### config.mk
export PLATFORM = sky130hd
export DESIGN_NAME = jnw_spi_regbank
export DESIGN_NICKNAME = d
export VERILOG_FILES = /design/src/rtl/jnw_spi_pkg.sv /design/src/rtl/jnw_sync.sv /design/src/rtl/jnw_spi_regbank.sv
export SDC_FILE = /design/constraint.sdc
export NUM_CORES = 1
export LEC_CHECK = 0
export BUFFER_PORTS_ARGS = -buffer_cell sky130_fd_sc_hd__buf_2
export CORE_MARGIN = 5
export CORE_UTILIZATION = 57
export DETAILED_ROUTE_END_ITERATION = 6
export MAX_ROUTING_LAYER = met4
export PLACE_DENSITY = 0.8
export SYNTH_ARGS = -nofsm -noshare
export SYNTH_HDL_FRONTEND = slang
export SYNTH_SLANG_ARGS = --single-unit
### constraint.sdc
create_clock -name clk -period 2.65 [get_ports clk]
set_input_delay 0.53 -clock clk [delete_from_list [all_inputs] [get_ports clk]]
set_output_delay 0.53 -clock clk [all_outputs]
set_load 0.01 [all_outputs]
### src/rtl/jnw_spi_pkg.sv
// Shared constants, register map and FSM state type for the SPI register bank.
package jnw_spi_pkg;

  localparam int FRAME_BITS = 16;
  localparam int HDR_BITS   = 8;
  localparam int ADDR_W     = 3;
  localparam int CNT_W      = 5;

  localparam logic [CNT_W-1:0] HDR_LAST   = CNT_W'(HDR_BITS - 1);
  localparam logic [CNT_W-1:0] FRAME_LAST = CNT_W'(FRAME_BITS - 1);

  localparam logic [ADDR_W-1:0] REG_CTRL0  = 3'd0;
  localparam logic [ADDR_W-1:0] REG_CTRL1  = 3'd1;
  localparam logic [ADDR_W-1:0] REG_CTRL2  = 3'd2;
  localparam logic [ADDR_W-1:0] REG_CTRL3  = 3'd3;
  localparam logic [ADDR_W-1:0] REG_STATUS = 3'd4;

  typedef enum logic [1:0] {
    IDLE,
    HDR,
    DATA,
    DONE
  } state_e;

endpackage

### src/rtl/jnw_sync.sv
// Multi-flop synchronizer for one asynchronous input; reset value selectable.
module jnw_sync #(
  parameter int   STAGES  = 2,
  parameter logic RST_VAL = 1'b0
) (
  input  logic clk,
  input  logic rst_n,
  input  logic d_i,
  output logic q_o
);

  logic [STAGES-1:0] sync_d;
  logic [STAGES-1:0] sync_q;

  // Shift the raw input one stage deeper every clock.
  always_comb begin
    sync_d = {sync_q[STAGES-2:0], d_i};
  end

  // Synchronizer chain, forced to the idle level while in reset.
  always_ff @(posedge clk or negedge rst_n) begin
    if (!rst_n) begin
      sync_q <= {STAGES{RST_VAL}};
    end else begin
      sync_q <= sync_d;
    end
  end

  assign q_o = sync_q[STAGES-1];

endmodule

### src/rtl/jnw_spi_regbank.sv
// SPI mode-0 slave holding four control registers and one read-only status byte.
module jnw_spi_regbank
  import jnw_spi_pkg::*;
#(
  parameter int         SYNC_STAGES = 2,
  parameter logic [7:0] RESET_VAL   = 8'h00
) (
  input  logic        clk,
  input  logic        rst_n,
  input  logic        sclk_i,
  input  logic        cs_n_i,
  input  logic        mosi_i,
  output logic        miso_o,
  output logic        miso_oe_o,
  input  logic [7:0]  status_i,
  output logic [31:0] regs_o,
  output logic        wr_stb_o,
  output logic [1:0]  wr_addr_o
);

  logic sclk_s;
  logic cs_n_s;
  logic mosi_s;

  logic sclk_prev_q, sclk_prev_d;
  logic cs_n_prev_q, cs_n_prev_d;

  state_e             state_q, state_d;
  logic [CNT_W-1:0]   cnt_q, cnt_d;
  logic [7:0]         rx_q, rx_d;
  logic [7:0]         tx_q, tx_d;
  logic               rw_q, rw_d;
  logic [ADDR_W-1:0]  addr_q, addr_d;
  logic               wr_pend_q, wr_pend_d;
  logic [7:0]         regs_q [4];
  logic [7:0]         regs_d [4];
  logic               miso_q, miso_d;
  logic               miso_oe_q, miso_oe_d;
  logic               wr_stb_q, wr_stb_d;
  logic [1:0]         wr_addr_q, wr_addr_d;

  logic               sclk_rise;
  logic               sclk_fall;
  logic               cs_fall;
  logic               cs_rise;
  logic [ADDR_W-1:0]  hdr_addr;
  logic [7:0]         rdata;

  jnw_sync #(.STAGES(SYNC_STAGES), .RST_VAL(1'b0)) u_sync_sclk (
    .clk   (clk),
    .rst_n (rst_n),
    .d_i   (sclk_i),
    .q_o   (sclk_s)
  );

  // Chip select idles high so that leaving reset never looks like a frame start.
  jnw_sync #(.STAGES(SYNC_STAGES), .RST_VAL(1'b1)) u_sync_cs_n (
    .clk   (clk),
    .rst_n (rst_n),
    .d_i   (cs_n_i),
    .q_o   (cs_n_s)
  );

  jnw_sync #(.STAGES(SYNC_STAGES), .RST_VAL(1'b0)) u_sync_mosi (
    .clk   (clk),
    .rst_n (rst_n),
    .d_i   (mosi_i),
    .q_o   (mosi_s)
  );

  assign sclk_rise = sclk_s & ~sclk_prev_q;
  assign sclk_fall = ~sclk_s & sclk_prev_q;
  assign cs_fall   = ~cs_n_s & cs_n_prev_q;
  assign cs_rise   = cs_n_s & ~cs_n_prev_q;

  // Address as it will look once the eighth header bit is shifted in.
  assign hdr_addr  = {rx_q[1:0], mosi_s};

  // Read mux for the byte returned in the data phase.
  always_comb begin
    rdata = 8'h00;
    case (hdr_addr)
      REG_CTRL0:  rdata = regs_q[0];
      REG_CTRL1:  rdata = regs_q[1];
      REG_CTRL2:  rdata = regs_q[2];
      REG_CTRL3:  rdata = regs_q[3];
      REG_STATUS: rdata = status_i;
      default:    rdata = 8'h00;
    endcase
  end

  // Frame FSM: header/data shifting, MISO generation and the deferred register write.
  always_comb begin
    sclk_prev_d = sclk_s;
    cs_n_prev_d = cs_n_s;
    state_d     = state_q;
    cnt_d       = cnt_q;
    rx_d        = rx_q;
    tx_d        = tx_q;
    rw_d        = rw_q;
    addr_d      = addr_q;
    wr_pend_d   = wr_pend_q;
    regs_d      = regs_q;
    miso_d      = miso_q;
    miso_oe_d   = miso_oe_q;
    wr_stb_d    = 1'b0;
    wr_addr_d   = wr_addr_q;

    if (wr_pend_q) begin
      regs_d[addr_q[1:0]] = rx_q;
      wr_stb_d            = 1'b1;
      wr_addr_d           = addr_q[1:0];
      wr_pend_d           = 1'b0;
    end

    case (state_q)
      IDLE: begin
        if (cs_fall) begin
          state_d   = HDR;
          cnt_d     = '0;
          rx_d      = 8'h00;
          tx_d      = 8'h00;
          miso_d    = 1'b0;
          miso_oe_d = 1'b1;
        end
      end
      HDR: begin
        if (sclk_rise) begin
          rx_d  = {rx_q[6:0], mosi_s};
          cnt_d = cnt_q + 1'b1;
          if (cnt_q == HDR_LAST) begin
            rw_d    = rx_q[6];
            addr_d  = hdr_addr;
            tx_d    = rx_q[6] ? rdata : 8'h00;
            state_d = DATA;
          end
        end
      end
      DATA: begin
        if (sclk_rise) begin
          rx_d  = {rx_q[6:0], mosi_s};
          cnt_d = cnt_q + 1'b1;
          if (cnt_q == FRAME_LAST) begin
            state_d   = DONE;
            wr_pend_d = ~rw_q & ~addr_q[2];
          end
        end else if (sclk_fall) begin
          miso_d = tx_q[7];
          tx_d   = {tx_q[6:0], 1'b0};
        end
      end
      DONE: begin
        cnt_d = cnt_q;
      end
      default: begin
        state_d = IDLE;
      end
    endcase

    if ((state_q != IDLE) && cs_rise) begin
      state_d   = IDLE;
      miso_oe_d = 1'b0;
      miso_d    = 1'b0;
    end
  end

  // State and output registers.
  always_ff @(posedge clk or negedge rst_n) begin
    if (!rst_n) begin
      sclk_prev_q <= 1'b0;
      cs_n_prev_q <= 1'b1;
      state_q     <= IDLE;
      cnt_q       <= '0;
      rx_q        <= 8'h00;
      tx_q        <= 8'h00;
      rw_q        <= 1'b0;
      addr_q      <= '0;
      wr_pend_q   <= 1'b0;
      regs_q[0]   <= RESET_VAL;
      regs_q[1]   <= RESET_VAL;
      regs_q[2]   <= RESET_VAL;
      regs_q[3]   <= RESET_VAL;
      miso_q      <= 1'b0;
      miso_oe_q   <= 1'b0;
      wr_stb_q    <= 1'b0;
      wr_addr_q   <= 2'd0;
    end else begin
      sclk_prev_q <= sclk_prev_d;
      cs_n_prev_q <= cs_n_prev_d;
      state_q     <= state_d;
      cnt_q       <= cnt_d;
      rx_q        <= rx_d;
      tx_q        <= tx_d;
      rw_q        <= rw_d;
      addr_q      <= addr_d;
      wr_pend_q   <= wr_pend_d;
      regs_q      <= regs_d;
      miso_q      <= miso_d;
      miso_oe_q   <= miso_oe_d;
      wr_stb_q    <= wr_stb_d;
      wr_addr_q   <= wr_addr_d;
    end
  end

  assign regs_o    = {regs_q[3], regs_q[2], regs_q[1], regs_q[0]};
  assign miso_o    = miso_q;
  assign miso_oe_o = miso_oe_q;
  assign wr_stb_o  = wr_stb_q;
  assign wr_addr_o = wr_addr_q;

endmodule
==> flow_summary.rst <==
.. list-table::
   :header-rows: 1

   * - Metric
     - Value
   * - Worst min-delay path class
     - in2async
   * - Half-perimeter wire length after placement
     - 5280 µm
   * - Post-synth EDFFs
     - 0
   * - Required time of the worst setup path
     - around 2.9 ns
   * - Number of buffers added for setup after CTS
     - 0
   * - DR WL met2
     - 3660 µm
   * - Routability cong.
     - 0.856
   * - Top library cells by usage in the layout, fill and taps aside
     - dfrtp_1, buf_2, mux2_1
   * - Global-route usage over all layers
     - a little under a quarter
   * - Full die area
     - 7730 µm²
   * - Number of buffer and inverter instances along the worst setup path
     - 0
   * - Cell types with the largest area share after synthesis
     - dfrtp_1, mux2_1, mux2i_1
   * - Maximum clock skew at final layout
     - 0.0134 ns
   * - Worst-skew pair later-pin latency
     - about 0.35 ns
   * - Met3 wirelength from detailed routing
     - 397 µm
   * - Crit path launch type
     - register
   * - Final setup TNS
     - 0 ns
   * - Sum of routed wire segments on met1
     - 3460 µm
   * - Proportion of synthesized chip area in sequential cells
     - 52.9%
   * - H-tree Lvls
     - 3
   * - Placement row count
     - 28
   * - Maximum cell stage delay along the critical path
     - 0.70 ns
   * - Total power consumption of the routed design
     - 3.22 mW
   * - Post-Synthesis Mean Instance Area
     - 11.9 µm²
   * - Cell chain of the critical path
     - ha_1, nor4bb_1, nand3_1, or4b_4, o211ai_2
   * - Worst slew margin relative to its limit
     - 40.6%
   * - Count of nets after finishing
     - ~360
   * - Max Buffers Root-to-Sink
     - 2
   * - Layout area overhead
     - 15.7%
   * - Number of port buffers
     - 49
   * - Boundary Pins
     - 50
   * - Lkg Pwr
     - 2.01 nW
   * - Top routing layer in use
     - met4
   * - Hold_buf cts
     - 0
   * - Layout cell share with drive strength beyond 1
     - between 20% and 30%
   * - Most frequent standard cell in the layout excluding fill and tap cells
     - dfrtp_1
   * - Antenna violations before repair
     - 0
   * - TritonCTS Buffers
     - 9
   * - Number of hold violations in the final report
     - 0
   * - Antenna Nets Post-Route
     - 0
   * - Total Routed Length
     - between 7000 and 8000 µm
   * - Start-to-end type of the worst setup path
     - reg2reg
   * - Detail-routed net length per standard cell
     - around 18 µm
   * - Worst-path maximum fanout
     - 8
   * - Run status
     - finished clean
   * - CTS sink cnt
     - 73
   * - Unique masters post-synth
     - 39
   * - Flip-flop and latch count after synthesis
     - 73
   * - CP max stage cell
     - or4b_4
   * - Clock Tree Root
     - clkbuf_8
   * - Final Setup Violations
     - 0
   * - Clk slew on worst S/H paths
     - roughly 0.08 ns
   * - FFs w/ async S/R, synth
     - 100%
   * - Wire length of the first global-routing pass
     - 12700 µm
   * - Synthesized cell area
     - 3460 µm²
   * - Largest area contributor in the netlist
     - dfrtp_1
   * - Period utilisation layout
     - between 80% and 90%
   * - Total congestion overflow after global routing
     - 0
   * - Ratio of total power to cell area
     - 803 nW/µm²
   * - Instance count of the mapped netlist
     - 292
   * - Count of vias placed by the detailed router
     - 2473
   * - Data arrival time at the worst-slack endpoint
     - 2.51 ns
   * - Count of max-cap constraint violations
     - 0
   * - Largest net degree at the start of global routing
     - 74
   * - Worst IR Drop VDD
     - 0.000419 V
   * - Syn_nets
     - 312
   * - Critical Path End Type
     - register
   * - Max-slew violations
     - 0
   * - Final std cells w/o fill
     - 421
   * - Average vias per placed instance
     - 5.87
   * - Number of design rule violations left after detail routing
     - 0
   * - Post-cts gate resize count
     - 0
   * - Number of filler cells placed in the layout
     - roughly 450
   * - TritonCTS clock tree
     - yes
   * - Unrepaired setup endpoints after global routing
     - no
   * - Initial standard-cell utilization of the core
     - approximately three fifths
   * - Core outline area
     - 5920 µm²
   * - Vertical die dimension
     - 87.9 µm
   * - Vias in the first global route
     - 2496
   * - Final critical delay including setup and external delays
     - around 2.3 ns
   * - Top cell family by delay on the critical path
     - simple AND/OR/NAND/NOR gates
   * - Upper clock frequency limit
     - 443 MHz
   * - Number of detailed-routing iterations run before antenna repair
     - 4
   * - Most used flip-flop cell after synthesis
     - dfrtp_1
   * - Die width
     - 87.9 µm
   * - Area share of the leading cell type in the synthesized netlist
     - 50.6%
   * - Initial drt markers
     - 221
   * - Warnings, synthesis
     - 0
   * - Slew of the pin with the lowest slew margin
     - 0.887 ns
   * - Number of cells after detailed placement
     - slightly above 400
   * - Number of diodes
     - 0
-- per-stage QoR --
step / util, % / cell area (µm²) / hold WS [ns] / worst slack [ns]
finish: 67.6 / 4010 / 0.188 / 0.391
global route: 67.6 / 4010 / 0.229 / 0.244
CTS: 67.6 / 4010 / 0.212 / 0.369
detailed placement: 63.8 / 3780 / 0.335 / 0.413
global placement: 63.8 / 3780 / 0.333 / 0.534
floorplan: - / 3460 / 0.234 / 0.604
-- registers in the layout, summed over array words and instances (netlist names), 3 cells and up --
| register | count |
|---|---|
| rx_q | 8 |
| regs_o | 32 |
| addr_q | 3 |
| cnt_q | 5 |
| tx_q | 8 |
-- per-layer routing --
metal	track usage (%)	up-vias
met5	-	-
met3	3.39	12
met1	31.2	1219
met2	33.5	70
li1	-	1172
met4	9.90	0
-- final timing paths --
| check | from | endpoint | slack (ns) | cells after the start |
|---|---|---|---|---|
| worst max-delay path | cnt_q[0] | tx_q[3] | 0.39 | 5 |
| worst min-delay path | rst_n | cnt_q[2] | 0.19 | 2 |
| worst max register to register | cnt_q[0] | tx_q[3] | 0.39 | 5 |
| worst min register to register | u_sync_mosi.sync_q[0] | u_sync_mosi.sync_q[1] | 0.35 | 0 |
| max in group asynchronous | rst_n | cs_n_prev_q | 2.10 | 2 |
| min in group clk | cs_n_i | u_sync_cs_n.sync_q[0] | 0.29 | 1 |
-- cell usage after synthesis, types with 4 or more instances --
cell type  count
nand3_1       13
nand3b_1       6
o21ai_0       22
mux2_1        36
ha_1           7
nand2_1       23
o2bb2ai_1      8
mux2i_1       17
o211ai_2       7
dfrtp_1       70
nand2b_1       4
o21ai_1       19
inv_1          6
clkbuf_1      14
a21oi_1        5
-- report_power, final --
part | leakage [nW] | total, mW | switching, mW | internal (mW)
Combinational | 0.911 | 0.934 | 0.604 | 0.330
Sequential | 0.988 | 1.31 | 0.116 | 1.20
Clock | 0.110 | 0.969 | 0.431 | 0.538
-- final cells by class --
cell class              instances  area [µm²]  share of cell area, %
clock buffers                   9         124                   3.09
clock inverters                 7         103                   2.56
inverters                       6        22.5                  0.562
multi-input cells             196        1530                   38.2
flip-flops and latches         73        1830                   45.7
well taps                      75        93.8                   2.34
repair buffers                 55         303                   7.56
-- logic make-up (layout without fill, tap and decap cells) --
kind of cell / count (synthesis) / after routing / synth area share [%]
adder cells (fa/ha/maj): 7 / 7 / 2.53
buffers and inverters: 23 / 77 / 2.96
AND/OR/NAND/NOR: 61 / 61 / 9.83
multiplexers: 56 / 56 / 17.6
AO/OA/AOI/OAI: 72 / 72 / 14.2
flip-flops: 73 / 73 / 52.9
(Power assumes the default switching activity.)
